==> src/rtl/fifo_pkg.sv <==
// ============================================================================
// Module     : fifo_pkg
// Description: Pointer types and Gray/binary helpers shared by both FIFO sides.
// Revision   : 1.0  initial release
// ============================================================================
`default_nettype none

package fifo_pkg;

  localparam int DEFAULT_WIDTH = 4;

  typedef logic [DEFAULT_WIDTH:0] ptr_t;

  // Operands are zero-extended to 32 bits, so one body serves any pointer width.
  function automatic logic [31:0] bin2gray(input logic [31:0] b);
    return b ^ (b >> 1);
  endfunction

  function automatic logic [31:0] gray2bin(input logic [31:0] g);
    logic [31:0] b;
    b[31] = g[31];
    for (int i = 30; i >= 0; i--) begin
      b[i] = b[i+1] ^ g[i];
    end
    return b;
  endfunction

endpackage

`default_nettype wire

==> src/rtl/ptr_sync_2ff.sv <==
// ============================================================================
// Module     : ptr_sync_2ff
// Description: Two-flop synchroniser for a Gray-coded pointer bus.
// Revision   : 1.0  initial release
// ============================================================================
`default_nettype none

module ptr_sync_2ff #(
  parameter int W = 5
) (
  input  logic         clk,
  input  logic         rstn,
  input  logic [W-1:0] d,
  output logic [W-1:0] q
);

  logic [W-1:0] r_meta;
  logic [W-1:0] r_sync;

  // Straight flop-to-flop path; safe only because the source changes one bit per step.
  always_ff @(posedge clk or negedge rstn) begin
    if (!rstn) begin
      r_meta <= '0;
      r_sync <= '0;
    end else begin
      r_meta <= d;
      r_sync <= r_meta;
    end
  end

  assign q = r_sync;

endmodule

`default_nettype wire

==> src/rtl/read_handler.sv <==
// ============================================================================
// Module     : read_handler
// Description: Async FIFO read-domain control: read pointer, write-pointer
//              sync, registered empty / almost_empty / fill count / underflow.
// Revision   : 1.0  initial release
// ============================================================================
`default_nettype none

module read_handler
  import fifo_pkg::*;
#(
  parameter int WIDTH     = 4,
  parameter int AE_THRESH = 1
) (
  input  logic             clk,
  input  logic             rstn,
  input  logic             rd_en,
  input  logic [WIDTH:0]   wr_ptr_gray,
  output logic [WIDTH-1:0] rd_addr,
  output logic [WIDTH:0]   rd_ptr_gray,
  output logic             empty,
  output logic             almost_empty,
  output logic [WIDTH:0]   rd_count,
  output logic             underflow
);

  localparam logic [WIDTH:0] c_AE_THRESH = (WIDTH+1)'(AE_THRESH);

  logic [WIDTH:0] r_rd_bin;
  logic [WIDTH:0] r_rd_gray;
  logic           r_empty;
  logic           r_almost_empty;
  logic [WIDTH:0] r_rd_count;
  logic           r_underflow;

  logic [WIDTH:0] w_wq2_gray;
  logic [WIDTH:0] w_wq2_bin;
  logic           w_rd_ok;
  logic [WIDTH:0] w_rd_bin_next;
  logic [WIDTH:0] w_rd_gray_next;
  logic [WIDTH:0] w_count_next;

  ptr_sync_2ff #(
    .W (WIDTH+1)
  ) u_wptr_sync (
    .clk  (clk),
    .rstn (rstn),
    .d    (wr_ptr_gray),
    .q    (w_wq2_gray)
  );

  assign w_rd_ok        = rd_en & ~r_empty;
  assign w_rd_bin_next  = r_rd_bin + {{WIDTH{1'b0}}, w_rd_ok};
  assign w_rd_gray_next = (WIDTH+1)'(bin2gray(32'(w_rd_bin_next)));
  assign w_wq2_bin      = (WIDTH+1)'(gray2bin(32'(w_wq2_gray)));
  // Lagging write pointer makes this count pessimistic, never optimistic.
  assign w_count_next   = w_wq2_bin - w_rd_bin_next;

  always_ff @(posedge clk or negedge rstn) begin
    if (!rstn) begin
      r_rd_bin       <= '0;
      r_rd_gray      <= '0;
      r_empty        <= 1'b1;
      r_almost_empty <= 1'b1;
      r_rd_count     <= '0;
      r_underflow    <= 1'b0;
    end else begin
      r_rd_bin       <= w_rd_bin_next;
      r_rd_gray      <= w_rd_gray_next;
      r_empty        <= (w_rd_gray_next == w_wq2_gray);
      r_almost_empty <= (w_count_next <= c_AE_THRESH);
      r_rd_count     <= w_count_next;
      r_underflow    <= rd_en & r_empty;
    end
  end

  assign rd_addr      = r_rd_bin[WIDTH-1:0];
  assign rd_ptr_gray  = r_rd_gray;
  assign empty        = r_empty;
  assign almost_empty = r_almost_empty;
  assign rd_count     = r_rd_count;
  assign underflow    = r_underflow;

endmodule

`default_nettype wire
==> config.mk <==
export PLATFORM = sky130hd
export DESIGN_NAME = read_handler
export DESIGN_NICKNAME = d
export VERILOG_FILES = /design/src/rtl/fifo_pkg.sv /design/src/rtl/ptr_sync_2ff.sv /design/src/rtl/read_handler.sv
export SDC_FILE = /design/constraint.sdc
export NUM_CORES = 1
export LEC_CHECK = 0
export CAP_MARGIN = 0
export CORE_ASPECT_RATIO = 2
export CORE_MARGIN = 2
export CORE_UTILIZATION = 30
export DETAILED_ROUTE_END_ITERATION = 7
export DONT_BUFFER_PORTS = 1
export GPL_TIMING_DRIVEN = 0
export HOLD_SLACK_MARGIN = 0.05
export PLACE_DENSITY = 0.48
export SLEW_MARGIN = 20
export SYNTH_ARGS = -nofsm -noshare
export SYNTH_HDL_FRONTEND = slang
export SYNTH_HIERARCHICAL = 1
export SYNTH_SLANG_ARGS = --single-unit
export TNS_END_PERCENT = 20
==> constraint.sdc <==
create_clock -name clk -period 2.8 [get_ports clk]
set_input_delay 0.56 -clock clk [delete_from_list [all_inputs] [get_ports clk]]
set_output_delay 0.56 -clock clk [all_outputs]
set_load 0.05 [all_outputs]
==> results.py, run 1 <==
metrics = {
    "logic_synthesis": {
        "synth_top_area_share": 0.5247,
        "synth-seq-cells": 27,
        "ys.flop_type": "dfrtp_1",
        "syn_nets": 96,
        "syn_area_um2": 1192,
        "syn_avg_cell_area_um2": 14.72,
        "yosys.area.top_type": "dfrtp_1",
        "synthArstFlopShare": 1.000,
        "synth_edf_count": 0,
        "postSynthCellCount": 81,
        "yosysSeqAreaShare": 0.5687,
        "synth_warnings": 6,
        "synthTopCellsByArea": "dfrtp_1, ha_1, xor2_1",
        "yosys.cell_types.count": 28,
    },
    "global_route": {
        "grt_pass1_wl_um": 3546,
        "grt_overflow": 0,
        "grt_usage": 0.1093,
        "grt_antenna_before_repair": 0,
        "grt_max_degree": 26,
        "grt_pass1_vias": 726,
    },
    "timing": {
        "finalHoldViolCount": 0,
        "max_freq_mhz": 361.6,
        "timing.final.crit_share": 0.9877,
        "rsz0062_at_grt": "yes",
        "final_max_slew_viol_count": 0,
        "finalSetupViolations": 0,
        "period_minus_slack_ps": 2765,
        "worstMarginPinSlew_ps": 636.8,
        "timing.setup.tns_ps": 0,
        "clock_skew_ps": 1.751,
        "slew_headroom": 0.5755,
    },
    "flow_run": {
        "cap_violations": 0,
    },
    "finish": {
        "n_fill_cell": 384,
        "post-route-util": 0.3874,
        "layout-drive-gt1-share": 0.3656,
        "fin_nets": 109,
        "design_area_um2": 1489,
        "diodes": 0,
        "area_growth_pct": 24.87,
    },
    "worst_setup_path": {
        "ff2ff_setup_slack_ps": 30,
        "reg2reg_to": "rd_count[4]",
        "r2r_cells": 9,
        "crit_path_start": "u_wptr_sync/q[3]",
        "path_class": "flop to flop",
        "cp-end-kind": "flop",
        "worstReg2RegStart": "u_wptr_sync/q[3]",
        "cp-start-kind": "flop",
        "critical_path.max_fanout": 2,
        "critPathArrivalTime_ps": 2920,
        "worstPathRequired_ps": 2950,
        "crit_path_end": "rd_count[4]",
    },
    "drt": {
        "route.met3.wl_um": 107,
        "avgRoutedWirePerCell_um": 15.33,
        "m1WireLength_um": 671,
        "drc": 0,
        "antenna_left": 0,
        "via_per_inst": 4.458,
        "highest_layer": "met4",
        "firstDrtPassIters": 1,
        "dr_total_vias": 642,
        "wl_met2_um": 1383,
        "routed_wl_um": 2207,
        "drtIter0Drc": 0,
    },
    "cts": {
        "ctsRootBufferMaster": "clkbuf_8",
        "cts_tree": "built",
        "clock_sinks": 27,
        "clock_latency_ps": 260,
        "cts_buffers": 3,
        "clk_pin_slew_ps": 80,
        "htreeDepth": 1,
        "clockBufferDepth": 2,
    },
    "place": {
        "portBuffers": 0,
        "place_congestion": 0.7527,
        "hpwl_um": 1475,
        "dpl_cell_area_um2": 1276,
    },
    "floorplanning": {
        "die_w_um": 48.58,
        "fp.dieArea_um2": 4526,
        "fp.dieH_um": 93.16,
        "start_util": 0.3102,
        "core_um2": 3844,
        "core.rowCount": 32,
        "ios": 25,
    },
    "min_path": {
        "min_path_type": "input pin to asynchronous set/reset pin",
    },
    "run_status": {
        "status": "finished, final reports clean",
    },
}
[layer usage]
metal  track usage  up-vias
li1              -      288
met4       0.06429        0
met3       0.03355        4
met1       0.09812      336
met2        0.2083       14
met5             0        -
[worst max-delay path, stage by stage, from the launching register on]
cell     delay, ps
dfrtp_1        410
xnor3_2        440
xor2_4         180
xor2_1         150
ha_2           210
fa_2           370
nor2b_2        130
or3b_4         390
and4_4         170
or2_1          210
[flip-flops by register name, indices dropped and copies added (netlist names)]
| register | count |
|---|---|
| r_rd_bin | 5 |
| rd_count | 5 |
| u_wptr_sync/q | 5 |
| u_wptr_sync/r_meta | 5 |
| rd_ptr_gray | 4 |
| almost_empty | 1 |
| empty | 1 |
| underflow | 1 |
[cell usage after synthesis, types with 2 or more instances]
cell     number
nor2b_1       3
and2_1        2
dfstp_2       2
dfrtp_1      25
xnor2_1       4
ha_1          6
inv_1         9
xor2_1        8
nand3_1       3
[worst min-delay path by stage]
stage	startpoint	end
after floorplan	rstn	r_rd_bin[0]
after global placement	rstn	underflow
after detailed placement	rstn	underflow
after CTS	rstn	underflow
after global routing	rstn	rd_ptr_gray[0]
final	rstn	underflow
[logic make-up (layout without fill, tap and decap cells)]
family	Yosys count	after routing	synth area share
xor gates and xnor gates	17	17	0.1920
and+or+nand+nor	15	15	0.07870
DFF	27	27	0.5687
adders and majority gates	7	7	0.07975
AOI/OAI and AO/OA	6	6	0.05247
buffers and inverters	9	21	0.02833
[through the flow]
stage | hold slack [ps] | setup slack [ps] | cells
after global routing | 81.69 | -32.70 | 144
after global placement | 265.0 | -129.3 | 132
after floorplan | 264.4 | 33.29 | 81
final | 100.2 | 34.55 | 144
after detailed placement | 265.1 | -176.4 | 132
after CTS | 90.99 | 2.964 | 143
[final cells by class]
class | count | area, um2 | area share
sequential | 27 | 680.7 | 0.4571
multi-input combinational | 45 | 593.1 | 0.3983
timing repair buffer | 8 | 72.57 | 0.04874
tap | 51 | 63.81 | 0.04286
clock buffer | 4 | 45.04 | 0.03025
inverter | 9 | 33.78 | 0.02269
[cell usage in the layout, fill, tap and decap left out, drive strengths merged]
master,synthesis,routed
dfrtp,25,25
inv,9,9
buf,0,8
xor2,8,8
ha,6,6
xnor2,4,4
clkbuf,0,4
nor2b,3,3
nand3,3,3
xnor3,3,3
and2,2,2
dfstp,2,2
xor3,2,2
o21a,1,1
o21ai,1,1
or3,1,1
a21oi,1,1
or3b,1,1
a31oi,1,1
and4,1,1
or2,1,1
nor3,1,1
and3,1,1
o2111a,1,1
nand2,1,1
a2111oi,1,1
fa,1,1
[what timing repair did]
item,4_1_cts,5_1_grt
pin swaps,7,4
setup buffers,6,1
gates resized for setup,11,5
hold endpoints to repair,25,0
endpoints found under the setup margin,3,1
hold buffers,1,0
Power of run 1 is left out: the tool's default activity adds up to more than one toggle a clock period on the data nets, which glitch-free logic cannot reach.
==> inputs of run 2 (changes only) <==
ABC_CLOCK_PERIOD_IN_PS = 2800   (was unset)
CELL_PAD_IN_SITES_DETAIL_PLACEMENT = 1   (was unset)
CELL_PAD_IN_SITES_GLOBAL_PLACEMENT = 2   (was unset)
PLACE_DENSITY = 0.63   (was 0.48)
==> results.py, run 2 (synthesized netlist as in run 1, its figures left out) <==
metrics = {
    "finish": {
        "area_growth_pct": 23.50,
        "final_common_cell": "dfrtp_1",
        "layout.cells.non_filler": 145,
        "diodes": 0,
        "regArea_um2": 679.4,
        "mostFrequentLayoutCells": "dfrtp_1, inv_1, buf_4, xor2_1",
        "layout-drive-gt1-share": 0.3298,
        "multi_input_area_um2": 570.5,
        "n_fill_cell": 429,
        "design_area_um2": 1473,
        "fin_nets": 110,
    },
    "floorplanning": {
        "core_um2": 3844,
        "ios": 25,
        "core.rowCount": 32,
        "fp.dieArea_um2": 4526,
        "fp.dieH_um": 93.16,
        "start_util": 0.3102,
        "die_w_um": 48.58,
    },
    "worst_setup_path": {
        "path_class": "flop to flop",
        "cp-start-kind": "flop",
        "worstPathRequired_ps": 2960,
        "cp-end-kind": "flop",
        "crit_path_max_incr_delay_ps": 480,
        "critPathArrivalTime_ps": 2940,
        "path_buf_inv": 0,
        "crit_family": "simple AND/OR/NAND/NOR gates",
        "critical_path.max_fanout": 3,
        "cp_cell_sequence": "xnor3_2, xor2_4, xor2_1, ha_2, fa_2, nor2b_2, or3b_4, and4_4, or2_1",
        "crit_path_top_delay_cell": "xnor3_2",
    },
    "timing": {
        "max_freq_mhz": 360.2,
        "fin_ws_ps": 24.11,
        "rsz0062_at_grt": "yes",
        "timing.final.crit_share": 0.9914,
        "period_minus_slack_ps": 2776,
        "clock_skew_ps": 1.975,
        "finalSetupViolations": 0,
        "final_max_slew_viol_count": 0,
        "slew_headroom": 0.5541,
        "finalHoldViolCount": 0,
        "worstMarginPinSlew_ps": 668.9,
    },
    "cts": {
        "clockBufferDepth": 2,
        "clock_sinks": 27,
        "cts_tree": "built",
        "cts_buffers": 3,
        "clock_latency_ps": 270,
        "ctsRootBufferMaster": "clkbuf_8",
        "htreeDepth": 1,
        "clk_pin_slew_ps": 90,
    },
    "global_route": {
        "grt_antenna_before_repair": 0,
        "grt_usage": 0.1194,
        "grt_max_degree": 26,
        "grt_overflow": 0,
        "grt_pass1_vias": 785,
        "grt_pass1_wl_um": 3926,
    },
    "drt": {
        "antenna_left": 0,
        "drc": 0,
        "routed_wl_um": 2324,
        "via_per_inst": 4.490,
        "avgRoutedWirePerCell_um": 16.03,
        "firstDrtPassIters": 3,
        "dr_total_vias": 651,
        "drtIter0Drc": 7,
    },
    "run_status": {
        "status": "finished, final reports clean",
    },
    "place": {
        "dpl_cell_area_um2": 1276,
        "dp_cells": 132,
        "portBuffers": 0,
        "place_ws_ps": -209.9,
        "hpwl_um": 1652,
        "place_congestion": 0.6960,
    },
    "min_path": {
        "min_path_type": "input pin to asynchronous set/reset pin",
    },
    "flow_run": {
        "cap_violations": 0,
    },
}
run 2: changes by cell type in the layout (fill, tap and decap cells not counted), sizes merged:
cell  delta
buf      +1
run 2: routing by layer:
metal | vias to the layer above | wire (um) | part of all wire | track usage
met5 | - | 0 | 0 | 0
met4 | 0 | 44 | 0.019 | 0.05714
met3 | 4 | 95 | 0.041 | 0.02556
met2 | 13 | 1504 | 0.65 | 0.2477
met1 | 342 | 680 | 0.29 | 0.1020
li1 | 292 | - | - | -
run 2: worst paths after layout:
| check | start | end | slack, ps | depth (start not counted) |
|---|---|---|---|---|
| min in group clk | wr_ptr_gray[1] | u_wptr_sync/r_meta[1] | 310 | 0 |
| worst min register to register | u_wptr_sync/r_meta[0] | u_wptr_sync/q[0] | 360 | 0 |
| worst min-delay path | rstn | underflow | 90 | 1 |
| max in group asynchronous | rstn | r_rd_bin[0] | 2550 | 1 |
| worst max register to register | u_wptr_sync/q[2] | rd_count[4] | 20 | 9 |
| worst max-delay path | u_wptr_sync/q[2] | rd_count[4] | 20 | 9 |
run 2: repair_timing:
item,in CTS,in global routing
gates resized for setup,10,2
pin swaps,7,1
endpoints found under the setup margin,3,2
buffers inserted,7,1
hold buffers,1,0
hold endpoints to repair,25,0
run 2: area by class of cell:
class                   instances  area share
clock buffers                   4     0.03059
flip-flops and latches         27      0.4613
inverters                       9     0.02294
multi-input cells              45      0.3874
well taps                      51     0.04333
repair buffers                  9     0.05438
run 2: per-stage QoR:
step,hold WS [ps],setup TNS [ps],utilization
after floorplan,264.4,0,-
final,93.89,0,0.3831
after detailed placement,265.1,-417.5,0.3320
after global placement,265.0,-251.1,0.3320
after global routing,82.29,-144.5,0.3831
after CTS,95.53,0,0.3783
run 2: worst reg2reg max path: stages, from the launching register on:
cell     delay, ps
dfrtp_1        360
xnor3_2        480
xor2_4         190
xor2_1         160
ha_2           210
fa_2           360
nor2b_2        130
or3b_4         410
and4_4         170
or2_1          200
Power of run 2 is left out for the same reason.
